<file path="config.mk">
export PLATFORM = sky130hd
export DESIGN_NAME = id_ex_stage
export DESIGN_NICKNAME = d
export VERILOG_FILES = /design/src/rtl/id_ex_stage.sv
export SDC_FILE = /design/constraint.sdc
export NUM_CORES = 1
export LEC_CHECK = 0
export BUFFER_PORTS_ARGS = -buffer_cell sky130_fd_sc_hd__buf_2
export CAP_MARGIN = 15
export CORE_AREA = 2 2 137 139
export DETAILED_ROUTE_END_ITERATION = 8
export DIE_AREA = 0 0 139 141
export GPL_TIMING_DRIVEN = 0
export PLACE_DENSITY = 0.76
export SLEW_MARGIN = 10
export SYNTH_ARGS = -nofsm -noshare
export SYNTH_HDL_FRONTEND = slang
export SYNTH_SLANG_ARGS = --single-unit
</file>
<file path="constraint.sdc">
create_clock -name i_clk -period 6.2 [get_ports i_clk]
set_input_delay 0.62 -clock i_clk [delete_from_list [all_inputs] [get_ports i_clk]]
set_output_delay 0.62 -clock i_clk [all_outputs]
set_load 0.02 [all_outputs]
</file>
<file path="src/rtl/id_ex_stage.sv">
// ID/EX pipeline register with load-use hazard detection, flush/halt handling
// and a saturating count of inserted bubbles.

module id_ex_bubble_cnt #(
    parameter int W = 16
) (
    input  logic         clk,
    input  logic         rst,
    input  logic         en,
    output logic [W-1:0] cnt
);
    // Sticks at all-ones instead of wrapping so long runs stay monotonic.
    always_ff @(posedge clk or posedge rst) begin
        if (rst)
            cnt <= '0;
        else if (en && (cnt != {W{1'b1}}))
            cnt <= cnt + 1'b1;
    end
endmodule

module id_ex_stage #(
    parameter int CTRL_W = 17,
    parameter int DATA_W = 32,
    parameter int REG_W  = 5,
    parameter int CNT_W  = 16
) (
    input  logic              i_clk,
    input  logic              i_reset,
    input  logic              i_halt,
    input  logic              i_flush,
    input  logic [CTRL_W-1:0] i_ctrl,
    input  logic [DATA_W-1:0] i_pc4,
    input  logic [DATA_W-1:0] i_rs_data,
    input  logic [DATA_W-1:0] i_rt_data,
    input  logic [DATA_W-1:0] i_imm,
    input  logic [REG_W-1:0]  i_rs,
    input  logic [REG_W-1:0]  i_rt,
    input  logic [REG_W-1:0]  i_rd,
    input  logic [REG_W-1:0]  i_shamt,
    output logic [CTRL_W-1:0] o_ctrl,
    output logic [DATA_W-1:0] o_pc4,
    output logic [DATA_W-1:0] o_rs_data,
    output logic [DATA_W-1:0] o_rt_data,
    output logic [DATA_W-1:0] o_imm,
    output logic [REG_W-1:0]  o_rs,
    output logic [REG_W-1:0]  o_rt,
    output logic [REG_W-1:0]  o_rd,
    output logic [REG_W-1:0]  o_shamt,
    output logic              o_valid,
    output logic              o_stall,
    output logic [CNT_W-1:0]  o_bubble_cnt
);
    // Control bundle layout, MSB first:
    // {ALUBMux, LaMux, RegDst[1:0], ALUOp[5:0], MemWrite, MemRead, ByteSig[1:0], RegWrite, MemToReg[1:0]}
    localparam int MEMREAD_BIT = 5;

    typedef struct packed {
        logic [CTRL_W-1:0] ctrl;
        logic [DATA_W-1:0] pc4;
        logic [DATA_W-1:0] rs_data;
        logic [DATA_W-1:0] rt_data;
        logic [DATA_W-1:0] imm;
        logic [REG_W-1:0]  rs;
        logic [REG_W-1:0]  rt;
        logic [REG_W-1:0]  rd;
        logic [REG_W-1:0]  shamt;
    } idex_t;

    idex_t id_d, ex_q;
    logic  valid_q;
    logic  ex_load;
    logic  rt_hit;
    logic  bubble;

    assign id_d = '{ctrl: i_ctrl, pc4: i_pc4, rs_data: i_rs_data, rt_data: i_rt_data,
                    imm: i_imm, rs: i_rs, rt: i_rt, rd: i_rd, shamt: i_shamt};

    // Load in EX whose destination is read by ID; $zero is never a real dependency.
    assign ex_load = valid_q & ex_q.ctrl[MEMREAD_BIT];
    assign rt_hit  = (ex_q.rt != '0) & ((ex_q.rt == i_rs) | (ex_q.rt == i_rt));
    assign o_stall = ex_load & rt_hit & ~i_halt;

    // Flush and stall share one bubble, so they are counted once together.
    assign bubble  = ~i_halt & (i_flush | o_stall);

    always_ff @(posedge i_clk or posedge i_reset) begin
        if (i_reset) begin
            ex_q    <= '0;
            valid_q <= 1'b0;
        end else if (!i_halt) begin
            if (bubble) begin
                ex_q    <= '0;
                valid_q <= 1'b0;
            end else begin
                ex_q    <= id_d;
                valid_q <= 1'b1;
            end
        end
    end

    id_ex_bubble_cnt #(.W(CNT_W)) u_bubble_cnt (
        .clk (i_clk),
        .rst (i_reset),
        .en  (bubble),
        .cnt (o_bubble_cnt)
    );

    assign o_ctrl    = ex_q.ctrl;
    assign o_pc4     = ex_q.pc4;
    assign o_rs_data = ex_q.rs_data;
    assign o_rt_data = ex_q.rt_data;
    assign o_imm     = ex_q.imm;
    assign o_rs      = ex_q.rs;
    assign o_rt      = ex_q.rt;
    assign o_rd      = ex_q.rd;
    assign o_shamt   = ex_q.shamt;
    assign o_valid   = valid_q;
endmodule
</file>
==> reports/results.ini <==
[status]
run_status = completed

[clock_network]
cts_sinks = 182
hold_buffers = 0
cts-root-buf = sky130_fd_sc_hd__clkbuf_16
cts-buffers-inserted = 17
tritoncts = yes
post_cts_resized = 0
post_cts.repair.setup_buffers = 0
worst_setup_hold_path_clk_slew_ns = 0.07
worstSkewPairLatency_ns = 0.42
h_tree_lvls = 4
maximum_clock_insertion_buffer_count = 2

[finish]
layoutNonFillerInstCount = 1077
drive_gt1_share_pct = 47.81
areaGrowthSynthToFinish_pct = 39.85
num-nets-final = 1000
mostFrequentLayoutCells = sky130_fd_sc_hd__buf_2, sky130_fd_sc_hd__dfrtp_1, sky130_fd_sc_hd__a22o_1
antenna_cells = 0
most_frequent_standard_cell_in_the_layout_excluding_fill_and_tap_cells = sky130_fd_sc_hd__buf_2
layout.filler_cells = 1638

[routing]
drt_pre_antenna_iters = 5
first_iter_violations = 208
routed-via-count = 5403
route.detailed.wl_per_inst_um = 17.19
drt_wl_total_um = 18510
ant_nets = 0
vias_per_cell = 5.017
drc_errors = 0

[sta]
max_freq_mhz = 399.5
final_hold_viol_count = 0
timing.final.ws_setup_ns = 3.697
relSlewSlack_pct = 53.81
tightestPinTransition_ns = 0.6928
setup_viol = 0
final.period_utilization_pct = 40.37
rsz_0062_raised_after_global_routing = false
maxSlewViolCount = 0
total_negative_setup_slacks_ns = 0
fin_skew_ns = 0.01143
timing.final.crit_period_ns = 2.503

[global_route]
remaining_global_route_overflow = 0
grt_pass1_vias = 5431
antenna_found_initial = 0
grt_max_degree = 99
grt_first_pass_wirelength_um = 28800
grt_use_total_pct = 18.47

[setup_path]
cpMaxStageDelayCell = sky130_fd_sc_hd__or4_1
critical_path_required_ns = 5.58
worstPathCellList = or4_1, o21ai_1, nor2_1, buf_2
worstSetupStartpointType = register
timing.critical_path.to_type = primary output
timing.critical_path.slowest_cell_delay_ns = 0.56
cpLargestDelayFamily = simple AND/OR/NAND/NOR gates
crit_path_max_fanout = 5
arrival_ns = 1.88
worst-path-buf-inv = 1
criticalPathCategory = reg -> out

[synth]
mappedNetlistNets = 630
synth-seq-cells = 182
synth.yosys.seq_area_share_pct = 67.75
synthesis.area_sq_mm = 0.006723
yosysWarnings = 0
synthesis.area_per_instance_sq_um = 14.61
synthesis.instances = 460
synth.lib_cells_used.distinct = 27

[die]
io_pins = 352
rows = 50
fp.dieArea_sq_mm = 0.01960
core-area_sq_mm = 0.01827
floorplan.die.width_um = 139
initial_utilization_pct = 36.80
dieHeight_um = 141

[worst_hold_path]
hold_class = in -> async

[placed_design]
place.detailed.instances = 1045
hpwl_um = 14010
placer_congestion_estimate = 0.8205
numPortBuffers = 350
preCtsSetupSlack_ns = 3.644

[pwr]
leakage_nw = 5.154
power-per-cell-area_mw_per_mm2 = 315.0
worst_vdd_drop_mv = 0.2052

[run]
max_cap_viol_count = 0

power by group:
part	total, W	internal, W	switching [W]
logic	0.000504	0.000207	0.000297
clock network	0.00109	0.000625	0.000469
registers	0.00136	0.00129	0.0000753
flip-flops by register name (all words and copies together) (netlist names):
name	cells
o_ctrl	17
u_bubble_cnt.cnt	16
o_rt_data	32
o_rt	5
o_imm	32
o_pc4	32
o_rs	5
o_valid	1
o_rd	5
o_shamt	5
o_rs_data	32
worst register-to-register path: stages, from the launching register on:
cell and delay (ns):
sky130_fd_sc_hd__dfrtp_1 0.44, sky130_fd_sc_hd__xor2_1 0.19, sky130_fd_sc_hd__nor3_1 0.21, sky130_fd_sc_hd__a22oi_1 0.14, sky130_fd_sc_hd__o22ai_1 0.56, sky130_fd_sc_hd__buf_2 0.33, sky130_fd_sc_hd__nand4_1 0.13, sky130_fd_sc_hd__xnor2_1 0.16
synth_stat cells:
library cell,number,area (sq um)
sky130_fd_sc_hd__nor3_2,1,10.01
sky130_fd_sc_hd__inv_1,3,11.26
sky130_fd_sc_hd__nand3_1,9,45.04
sky130_fd_sc_hd__nor3_1,2,10.01
sky130_fd_sc_hd__o21ai_1,1,5.000
sky130_fd_sc_hd__or4_1,1,7.510
sky130_fd_sc_hd__nor3b_1,1,7.510
sky130_fd_sc_hd__buf_6,4,45.04
sky130_fd_sc_hd__nand2_1,7,26.28
sky130_fd_sc_hd__a22oi_1,1,7.510
sky130_fd_sc_hd__buf_4,12,90.09
sky130_fd_sc_hd__nand4b_1,1,8.760
sky130_fd_sc_hd__xnor2_1,15,131.4
sky130_fd_sc_hd__xor2_1,10,87.58
sky130_fd_sc_hd__and3_1,5,31.28
sky130_fd_sc_hd__clkbuf_1,19,71.32
sky130_fd_sc_hd__mux2_2,1,11.26
sky130_fd_sc_hd__a21o_1,1,7.510
sky130_fd_sc_hd__nor2_1,6,22.52
sky130_fd_sc_hd__ha_1,1,12.51
sky130_fd_sc_hd__nor4b_1,1,8.760
sky130_fd_sc_hd__buf_2,3,15.01
sky130_fd_sc_hd__a31oi_1,1,6.260
sky130_fd_sc_hd__o22ai_1,1,6.260
sky130_fd_sc_hd__nand4_1,6,37.54
sky130_fd_sc_hd__dfrtp_1,182,4554
sky130_fd_sc_hd__a22o_1,165,1445
metal layers:
metal	part of all wire, %	vias up	global-route usage, %
met2	49	237	30.15
li1	-	2495	-
met1	42	2637	23.52
met3	6.9	34	5.707
met4	2.3	0	6.380
met5	0	-	0
cell families after synthesis:
| logic type | Yosys count | synth area share (%) |
|---|---|---|
| AO/OA/AOI/OAI | 170 | 21.98 |
| flip-flops | 182 | 67.75 |
| adder cells (fa/ha/maj) | 1 | 0.1861 |
| XOR/XNOR | 25 | 3.257 |
| multiplexers | 1 | 0.1675 |
| AND/OR/NAND/NOR | 40 | 3.201 |
| buffers and inverters | 41 | 3.462 |
per-stage QoR:
step	utilization [%]	cell area [sq um]	power [W]	hold WS, ns
global placement	47.99	8767	0.001879	0.4849
floorplan	-	6723	0.001670	0.5937
global route	51.47	9402	0.003088	0.3013
finish	51.47	9402	0.002962	0.2729
detailed placement	48.18	8802	0.001893	0.4823
CTS	51.47	9402	0.002992	0.2852
final cells by class:
class / count / area, sq um / share of cell area, %
buffer: 38 / 221.5 / 2.356
clock inverter: 11 / 138.9 / 1.477
inverter: 3 / 18.77 / 0.1996
sequential: 182 / 4554 / 48.44
timing repair buffer: 351 / 1779 / 18.92
tap: 234 / 292.8 / 3.114
multi-input combinational: 237 / 1936 / 20.59
clock buffer: 21 / 460.4 / 4.898
path summary, 6_finish.rpt:
kind / start / endpoint / slack [ns] / depth (start not counted)
max in group asynchronous: i_reset / o_imm[9] / 5.07 / 3
min in group i_clk: i_imm[28] / o_imm[28] / 0.41 / 2
worst max register to register: o_rt[2] / u_bubble_cnt.cnt[15] / 3.91 / 7
worst min-delay path: i_reset / o_rt_data[23] / 0.27 / 2
worst max-delay path: o_rt[1] / o_stall / 3.70 / 4
worst min register to register: u_bubble_cnt.cnt[14] / u_bubble_cnt.cnt[14] / 0.49 / 1
(Power assumes the default switching activity.)
